==> src/rtl/multimode_time_counter_pkg.sv <==
// multimode_time_pkg: mode/field encodings and time-field limits
package multimode_time_pkg;
  typedef enum logic [1:0] {MODE_CLK = 2'b00, MODE_SW = 2'b01, MODE_TMR = 2'b10, MODE_FRZ = 2'b11} mode_e;
  typedef enum logic [1:0] {FLD_SEC = 2'b00, FLD_MIN = 2'b01, FLD_HR = 2'b10} field_e;
  localparam int MS_MAX = 999;
  localparam int SM_MAX = 59;
endpackage

==> src/rtl/time_field_counter.sv <==
// time_field_counter: one modulo-MOD digit group with carry/borrow out
module time_field_counter #(
  parameter int MOD = 60,
  parameter int W = 6
) (
  input  logic         clk,
  input  logic         rst,
  input  logic         inc,
  input  logic         dec,
  input  logic         set_inc,
  input  logic         clear,
  output logic [W-1:0] value,
  output logic         cy
);
  localparam logic [W-1:0] TOP = W'(MOD - 1);
  assign cy = (inc && value == TOP) || (dec && value == '0);
  always_ff @(posedge clk)
    if (rst || clear) value <= '0;
    else if (set_inc || inc) value <= value == TOP ? '0 : value + 1'b1;
    else if (dec) value <= value == '0 ? TOP : value - 1'b1;
endmodule

==> src/rtl/multimode_time_counter.sv <==
// multimode_time_counter: clock, stopwatch and countdown timer on a shared ms prescaler
module multimode_time_counter
  import multimode_time_pkg::*;
#(
  parameter int TICK_DIV = 100000,
  parameter int HR_MAX_CLK = 24,
  parameter int HR_MAX_SW = 100
) (
  input  logic        clk_in,
  input  logic        reset,
  input  logic [1:0]  mode,
  input  logic        run,
  input  logic        clear,
  input  logic        set_en,
  input  logic [1:0]  set_field,
  input  logic        set_inc,
  input  logic        hr12,
  output logic [11:0] milli_o,
  output logic [7:0]  seconds_o,
  output logic [7:0]  minutes_o,
  output logic [7:0]  hours_o,
  output logic        pm_o,
  output logic        sec_tick_o,
  output logic        alarm_o
);
  localparam int PW = $clog2(TICK_DIV + 1);
  logic [PW-1:0] pre;
  logic tick, set_act, tz, tone;
  logic [2:0] adv, en, clr, ss, sm, sh, unused_cy;
  logic [9:0] ms_v [3];
  logic [5:0] s_v [3];
  logic [5:0] m_v [3];
  logic [7:0] h_v [3];
  logic [9:0] d_ms;
  logic [5:0] d_s, d_m;
  logic [7:0] d_h, h12;
  logic d_pm;
  assign tick = pre == PW'(TICK_DIV - 1);
  always_ff @(posedge clk_in) pre <= (reset || tick) ? '0 : pre + 1'b1;
  assign set_act = set_en && set_inc;
  assign en = {mode == MODE_TMR && !run, 1'b0, mode == MODE_CLK};
  assign ss = en & {3{set_act && set_field == FLD_SEC}};
  assign sm = en & {3{set_act && set_field == FLD_MIN}};
  assign sh = en & {3{set_act && set_field == FLD_HR}};
  assign clr = {1'b0, clear && !run, 1'b0};
  assign tz = {ms_v[2], s_v[2], m_v[2], h_v[2]} == '0;
  assign tone = {s_v[2], m_v[2], h_v[2]} == '0 && ms_v[2] == 10'd1;
  assign adv = {tick && run && !tz, tick && run, tick && !(mode == MODE_CLK && set_en)};
  // base 0 = clock, 1 = stopwatch (both count up), 2 = timer (counts down)
  for (genvar b = 0; b < 3; b++) begin : g_base
    localparam bit DN = (b == 2);
    localparam int HM = (b == 0) ? HR_MAX_CLK : HR_MAX_SW;
    logic c1, c2, c3;
    time_field_counter #(.MOD(MS_MAX + 1), .W(10)) u_ms (
      .clk(clk_in), .rst(reset), .inc(!DN && adv[b]), .dec(DN && adv[b]),
      .set_inc(1'b0), .clear(clr[b] || ss[b]), .value(ms_v[b]), .cy(c1));
    time_field_counter #(.MOD(SM_MAX + 1), .W(6)) u_sec (
      .clk(clk_in), .rst(reset), .inc(!DN && c1), .dec(DN && c1),
      .set_inc(ss[b]), .clear(clr[b]), .value(s_v[b]), .cy(c2));
    time_field_counter #(.MOD(SM_MAX + 1), .W(6)) u_min (
      .clk(clk_in), .rst(reset), .inc(!DN && c2), .dec(DN && c2),
      .set_inc(sm[b]), .clear(clr[b]), .value(m_v[b]), .cy(c3));
    time_field_counter #(.MOD(HM), .W(8)) u_hr (
      .clk(clk_in), .rst(reset), .inc(!DN && c3), .dec(DN && c3),
      .set_inc(sh[b]), .clear(clr[b]), .value(h_v[b]), .cy(unused_cy[b]));
  end
  always_ff @(posedge clk_in) sec_tick_o <= !reset && adv[0] && ms_v[0] == 10'(MS_MAX);
  always_ff @(posedge clk_in)
    if (reset || !run || ss[2] || sm[2] || sh[2]) alarm_o <= 1'b0;
    else if (tz || (adv[2] && tone)) alarm_o <= 1'b1;
  always_comb begin
    d_ms = mode == MODE_SW ? ms_v[1] : mode == MODE_TMR ? ms_v[2] : ms_v[0];
    d_s = mode == MODE_SW ? s_v[1] : mode == MODE_TMR ? s_v[2] : s_v[0];
    d_m = mode == MODE_SW ? m_v[1] : mode == MODE_TMR ? m_v[2] : m_v[0];
    h12 = h_v[0] == 8'd0 ? 8'd12 : h_v[0] > 8'd12 ? h_v[0] - 8'd12 : h_v[0];
    d_h = mode == MODE_SW ? h_v[1] : mode == MODE_TMR ? h_v[2] : hr12 ? h12 : h_v[0];
    d_pm = mode == MODE_CLK && hr12 && h_v[0] >= 8'd12;
  end
  // freeze simply stops updating, so the output registers are the snapshot
  always_ff @(posedge clk_in)
    if (reset) begin
      milli_o <= '0;
      seconds_o <= '0;
      minutes_o <= '0;
      hours_o <= '0;
      pm_o <= 1'b0;
    end else if (mode != MODE_FRZ) begin
      milli_o <= {2'b00, d_ms};
      seconds_o <= {2'b00, d_s};
      minutes_o <= {2'b00, d_m};
      hours_o <= d_h;
      pm_o <= d_pm;
    end
endmodule

==> config.mk <==
export PLATFORM = sky130hd
export DESIGN_NAME = multimode_time_counter
export DESIGN_NICKNAME = d
export VERILOG_FILES = /design/src/rtl/multimode_time_counter_pkg.sv /design/src/rtl/time_field_counter.sv /design/src/rtl/multimode_time_counter.sv
export SDC_FILE = /design/constraint.sdc
export NUM_CORES = 1
export LEC_CHECK = 0
export BUFFER_PORTS_ARGS = -buffer_cell sky130_fd_sc_hd__buf_2
export CELL_PAD_IN_SITES_DETAIL_PLACEMENT = 2
export CELL_PAD_IN_SITES_GLOBAL_PLACEMENT = 2
export CORE_ASPECT_RATIO = 1.4
export CORE_UTILIZATION = 41
export DETAILED_ROUTE_END_ITERATION = 8
export HOLD_SLACK_MARGIN = 0.08
export PLACE_DENSITY_LB_ADDON = 0.1
export SLEW_MARGIN = 10
export SYNTH_ARGS = -nofsm -noshare
export SYNTH_HDL_FRONTEND = slang
export SYNTH_SLANG_ARGS = --single-unit
==> constraint.sdc <==
create_clock -name clk_in -period 5.37 [get_ports clk_in]
set_input_delay 0.8055 -clock clk_in [delete_from_list [all_inputs] [get_ports clk_in]]
set_output_delay 0.8055 -clock clk_in [all_outputs]
set_load 0.05 [all_outputs]
* Word-level counts from Yosys, hierarchy flattened *
Cells that the tools add are included.

storage, ports and cells
  bits in registers = 140
  latch bits = 0
  RAM bits = 0
  ROM bits = 0
  word-level logic and storage cells = 150
  memories = 0

cells by class
  $add $sub $neg = 17
  multipliers = 0
  div/mod/pow operators = 0
  order comparisons = 2
  equality and inequality tests = 18
  shift operators = 0
  muxes and demuxes = 32
  bitwise logic cells = 3
  reduce and logical (&&, ||, !) cells = 58

operator list
  cell                     count
  $mux W6                  16
  $mux W8                  11
  $mux W10                 5
  $add A6 B1 Y6 const B    6
  $eq A6 B6 Y1 const B     6
  $logic_not A30 Y1        1
  $logic_and A1 B1 Y1      25
  $add A8 B1 Y8 const B    3
  $add A10 B1 Y10 const B  2
  $eq A10 B10 Y1 const B   2
  $logic_not A20 Y1        1
  $add A17 B1 Y17 const B  1
  $eq A17 B17 Y1 const B   1
  $logic_or A1 B1 Y1       17
  $eq A8 B7 Y1 const B     2
  $logic_not A8 Y1         2
  $logic_not A6 Y1         2
  $sub A6 B1 Y6 const B    2
  $eq A10 B1 Y1 const B    1
  $logic_not A10 Y1        1
  $sub A10 B1 Y10 const B  1
  $and A3 B3 Y3            3
  $eq A8 B5 Y1 const B     1
  $ge A8 B4 Y1 const B     1
  9 further kinds          17

* Longest topological paths before layout *
  depth in word-level cells = 8
  gate-level depth with buffers = 10

* By module *
From an unflattened synthesis, not the netlist that was laid out.

second synthesis, totals
  cells, all modules = 1,390
  area, all modules = 11,437.2 um^2

by module, submodules not included
  module                                     instances  cells an instance  area an instance (um^2)  sequential area each (um^2)
  time_field_counter at g_base[0].u_min ...  6          80                 598.1                    120.1
  multimode_time_counter                     1          284                2,872.8                  1,001.0
  time_field_counter at g_base[0].u_ms ...   3          117                928.4                    200.2
  time_field_counter at g_base[1].u_hr ...   2          93                 748.2                    160.2
  time_field_counter at g_base[0].u_hr       1          89                 694.4                    160.2

* Least setup slack after synthesis *
No wires, ideal clock.

  path type = in2reg
  from = input mode[0]
  to = register g_base[2].u_sec.value[1]
  arrival time = 2,533 ps
  required time = 5,242 ps
  slack = 2,710 ps
  stages on the path = 7
  path buffers = 2
  cell sequence = buf_6 -> or3b_4 -> or4_1 -> buf_2 -> mux2_2 -> a221oi_1 -> nor2_1

between the ends
  longest elaborated chain between the ends = 4

ends and longest elaborated chain
  what                                                  line                          text
  start: declaration                                    multimode_time_counter.sv:11  input logic [1:0] mode,
  $eq A2 B2 Y1 *                                        multimode_time_counter.sv:41  assign en = {mode == MODE_TMR && !run, 1'b0, mode == MODE_CLK};
  $logic_and A1 B1 Y1 *                                 multimode_time_counter.sv:41
  $and A3 B3 Y3 *                                       multimode_time_counter.sv:42  assign ss = en & {3{set_act && set_field == FLD_SEC}};
  $mux W6 / $reduce_bool A2 Y1 (equally long branches)  -
  end signal: assignment                                time_field_counter.sv:19      else if (set_inc || inc) value <= value == TOP ? '0 : value + 1'b1;
  end signal: assignment                                time_field_counter.sv:20      else if (dec) value <= value == '0 ? TOP : value - 1'b1;
  end: declaration                                      time_field_counter.sv:12      output logic [W-1:0] value,

Every way passes the cells marked *; elsewhere a longest branch is shown, timed or not.
A chain may end at the register's enable or synchronous reset.

* Worst setup path in the final report *
  from = register g_base[2].u_min.value[2]
  to = register g_base[2].u_sec.value[0]

between the ends
  longest elaborated chain between the ends = 5

ends and longest elaborated chain
  what                          line                          text
  start: declaration            time_field_counter.sv:12
  start signal: assignment      time_field_counter.sv:19
  start signal: assignment      time_field_counter.sv:20
  $logic_not A30 Y1             multimode_time_counter.sv:46  assign tz = {ms_v[2], s_v[2], m_v[2], h_v[2]} == '0;
  $logic_not A1 Y1              multimode_time_counter.sv:48  assign adv = {tick && run && !tz, tick && run, tick && !(mode == MODE_CLK && set_en)};
  $logic_and A1 B1 Y1           multimode_time_counter.sv:48
  $logic_and A1 B1 Y1           time_field_counter.sv:16      assign cy = (inc && value == TOP) || (dec && value == '0);
  $reduce_bool A2 Y1 (no line)  -

Every way passes these cells.

==> impl.org <==
** Routing
- Wires add up to 26,350 microns.
- Dividing the detail-routed via count by the number of cells gives 6.039.
- The detailed router finished its first iteration with 309 violations.
- First-pass detailed-route iteration total :: 5
- The count of nets left with antenna violations once routing finished came out at 0.
- Number of vias in the routed layout :: 7,084
- In the routed design, unresolved DRC markers number 0.
- In the final routed layout, each cell accounts on average for 22.47 microns.

** STA
- Of the available clock period, the critical path in the final layout requires 56.25%.
- The max-slew violation count came to 0.
- FMAX :: 331.1 MHz
- After layout, the minimum clock period comes to 3021 ps.
- For the pin with the worst max-slew slack, the measured transition is 1097 ps.
- Hold timing on the final database bottoms out at a slack of 448.3 ps.
- Setup-failing EPs final :: 0
- The hold violation total from the final report is 0.
- Max transition margin :: 26.82%
- For the final database, setup skew stands at 9.915 ps.
- Unrepaired setup endpoints after global routing :: false
- In the post-route analysis, the smallest setup slack over all paths is 2349 ps.
- Setup Total Neg Slack :: 0 ps

** Placed design
- At the end of routability-driven placement, the weighted congestion stood at 0.8640.
- Worst setup slack after placement :: 2116 ps
- In this run, placement finished with an instance count of 1,141.
- After legalization and detailed placement, the total HPWL measured 19,150 microns.
- In this run the tool buffered the top-level ports with 43 buffer cells.

** Finish
- The area growth from synthesis to layout is 11.50%.
- The multi-input combinational cells in the finished layout cover a total of 4778 sq um.
- In the final layout, flip-flops and latches occupy 2803 sq um.
- Diodes inserted :: 0
- After filler insertion, the fill cell instance count of the layout stands at 2,097.
- After the last flow step, the layout net total stands at 952.
- Of the cells placed in the final design, the portion with a size suffix greater than 1 is 13.99%.
- Excluding fillers, the count of instances in the completed layout stands at 1,173.

** Critical path
- Worst setup SP type :: flop
- In this run the critical register-to-register path is captured at g_base[2].u_sec.value[0].
- Endpoint kind of the worst setup timing path :: flop
- Worst-case register-to-register setup slack :: 2350 ps
- Cells on worst reg2reg path :: 6
- Crit path kind :: flop to flop
- Data on the critical path arrives at its endpoint at 3330 ps.
- STA puts the critical path data required time at 5680 ps.
- In this run the critical register-to-register path is launched from g_base[2].u_min.value[2].
- Crit Path Max Fanout :: 12

** CTS
- In this run the post-CTS setup repair buffer count came out at 0.
- TritonCTS clock tree :: yes
- Hold repair after CTS inserted 0 buffers.
- Resize count post-CTS :: 0
- Worst-case clock buffer depth :: 2
- CTS Buf Count :: 17
- The clock reaches the later pin of the worst-skew pair after 440 ps.
- CTS clk-pin slew, worst paths :: 60 ps
- In this run the number of H-tree levels came out at 4.
- Counting every sink on the clock net gives 140.
- The tree is rooted in a clkbuf_16.

** Power and ir drop
- Proportion of total power due to net switching :: 25.16%
- Power per cell area :: 274.4 nW/um^2
- The analysis attributes to net switching a power of 608.9 uW.
- For this design the static power due to leakage is 3.188 nW.
- Fraction of power consumed by sequential logic :: 43.4%
- The internal portion of the total power is 1.812 mW.
- Power share of the clock group :: 51.8%
- Worst vdd ir :: 210.4 uV
- Power after layout :: 2.421 mW
- Combinational cells account for 4.8% of the total power.

** Global routing
- Global routing met1 resource utilization :: 27.93%
- For this run, the total global-route usage over all layers was measured as 27.65%.
- In this run the most used layer during global routing was met2.
- Global routing used 3.468% of the available met3 tracks.
- Met2 usage :: 54.42%
- Entering global routing, the biggest net connects 46 pins.
- Wire length of the first global-routing pass :: 43,010 microns
- Congestion Overflow GR :: 0
- Vias in the first global route :: 8,171
- The number of antenna violations at the first check in global routing is 0.

** Synth
- Top cell type by total area after synthesis :: dfxtp_1
- Number of flops mapped to enable cells by yosys :: 0
- Syn Area/Cell :: 8.792 sq um
- Ranked by instance count, the synthesized netlist is headed by dfxtp_1, nor2_1, nand2_1.
- Synthesized flop and latch total :: 140
- Sequential share of the synthesized area :: 35.42%
- Fraction of registers with async set or reset after synthesis :: 0%
- Leading cell types by total area after synthesis :: dfxtp_1, mux4_2, nor2_1, ha_1, a21oi_1
- Combined area of all synthesized cells :: 7913 sq um
- After synthesis, the netlist uses 82 different library cells.
- Counting every instance in the synthesized netlist gives 900.
- Of the post-synthesis cell area, the dominant cell type holds 35.42%.
- During synthesis, Yosys emitted a total of 0 warnings.
- Dominant synthesized flop cell :: dfxtp_1
- Among all cell types in the netlist, the one instantiated most often is dfxtp_1.

** Min path
- In this run the most critical hold path is launched from pre[0].
- The path class of the tightest hold or removal check is flop to flop.
- Counting instances, the worst hold path has a depth of 1.
- End of the worst hold path :: pre[0]

** Die
- Row cnt :: 59
- In this run the standard cell core region covers 18,750 sq um.
- Initial Util :: 42.20%
- Full die area :: 19,870 sq um
- For this design the top-level I/O count stands at 50.
- The die is 166.4 microns tall.
- The die is 119.4 microns wide.

** Run status
- The run finished with clean final reports.

** Job
- Number of max-cap violations :: 0
==> through the flow <==
| stage | area (sq um) | util (%) |
|---|---|---|
| after global placement | 8210 | 43.79 |
| after CTS | 8822 | 47.05 |
| after global routing | 8822 | 47.05 |
| final | 8822 | 47.05 |
| after floorplan | 7931 | - |
| after detailed placement | 8210 | 43.79 |
==> cell families after synthesis <==
family                   count (synthesis)  share of synthesized area [%]
AO/OA/AOI/OAI                          173                          14.61
flip-flops                             140                          35.42
buffers and inverters                   76                          4.428
AND/OR/NAND/NOR                        393                          27.01
other                                    1                        0.04739
XOR/XNOR                                48                          5.313
adder cells (fa/ha/maj)                 25                          3.953
multiplexers                            44                          9.219
==> flip-flops by register name (all words and copies together) (netlist names) <==
name                count
minutes_o               6
g_base.u_hr.value      24
alarm_o                 1
sec_tick_o              1
seconds_o               6
g_base.u_min.value     18
milli_o                10
g_base.u_ms.value      30
g_base.u_sec.value     18
hours_o                 8
pm_o                    1
pre                    17
==> power groups by stage <==
stage | registers [mW] | logic [mW] | clock network (mW)
floorplan | 1.08 | 0.0789 | 0
global placement | 1.07 | 0.111 | 0
detailed placement | 1.07 | 0.115 | 0
CTS | 1.05 | 0.116 | 1.28
global route | 1.05 | 0.124 | 1.32
finish | 1.05 | 0.116 | 1.25
==> critical path, cell delays in order (launching register included) <==
cell and delay, ps:
dfxtp_1 420, nor4_1 590, nand4_1 380, o2111ai_1 980
nand2_1 240, o21ai_0 220, a21oi_1 50
==> cells in the final DEF, fill, tap and decap left out, types with 5 or more instances in the layout <==
cell       count
a21oi_1       51
dfxtp_1      140
a221oi_1      10
a211oi_1      16
inv_1         21
clkbuf_16     17
or3_1          7
ha_1          25
nor4_1         6
nand3b_1       6
a311oi_1       8
a41oi_1        7
and3_1        12
or4_1          5
mux4_2        23
xnor2_1       20
nand4b_1       8
a31oi_1       10
nor3b_1        8
nand3_1       41
mux2i_1       20
conb_1         6
nor2b_1       31
nand2_1       66
nand4_1       29
nand2b_1       9
xor2_1        28
nor2_1       108
buf_2         43
o21ai_0       32
nor3_1        22
==> worst max-delay path by stage <==
| stage | startpoint | to | slack, ps | cells past startpoint |
|---|---|---|---|---|
| floorplan | mode[0] | g_base[2].u_sec.value[1] | 2710 | 7 |
| global placement | mode[1] | g_base[2].u_hr.value[3] | 2270 | 8 |
| detailed placement | mode[1] | g_base[2].u_hr.value[3] | 2120 | 8 |
| CTS | g_base[2].u_min.value[2] | g_base[2].u_sec.value[0] | 2320 | 6 |
| global route | g_base[2].u_min.value[2] | g_base[2].u_sec.value[0] | 2060 | 6 |
| finish | g_base[2].u_min.value[2] | g_base[2].u_sec.value[0] | 2350 | 6 |
==> cell type report <==
type | instances | share of cell area, %
tap | 244 | 3.461
clock buffer | 17 | 4.822
sequential | 140 | 31.77
clock inverter | 15 | 2.113
timing repair buffer | 47 | 2.780
multi-input combinational | 689 | 54.16
inverter | 21 | 0.8935
==> layer usage <==
| layer | wire length, microns | share of wire, % |
|---|---|---|
| met2 | 14890 | 56 |
| met5 | 0 | 0 |
| met3 | 557 | 2.1 |
| met4 | 891 | 3.4 |
| met1 | 10020 | 38 |
No activity file was read; power rests on OpenSTA's default activity.
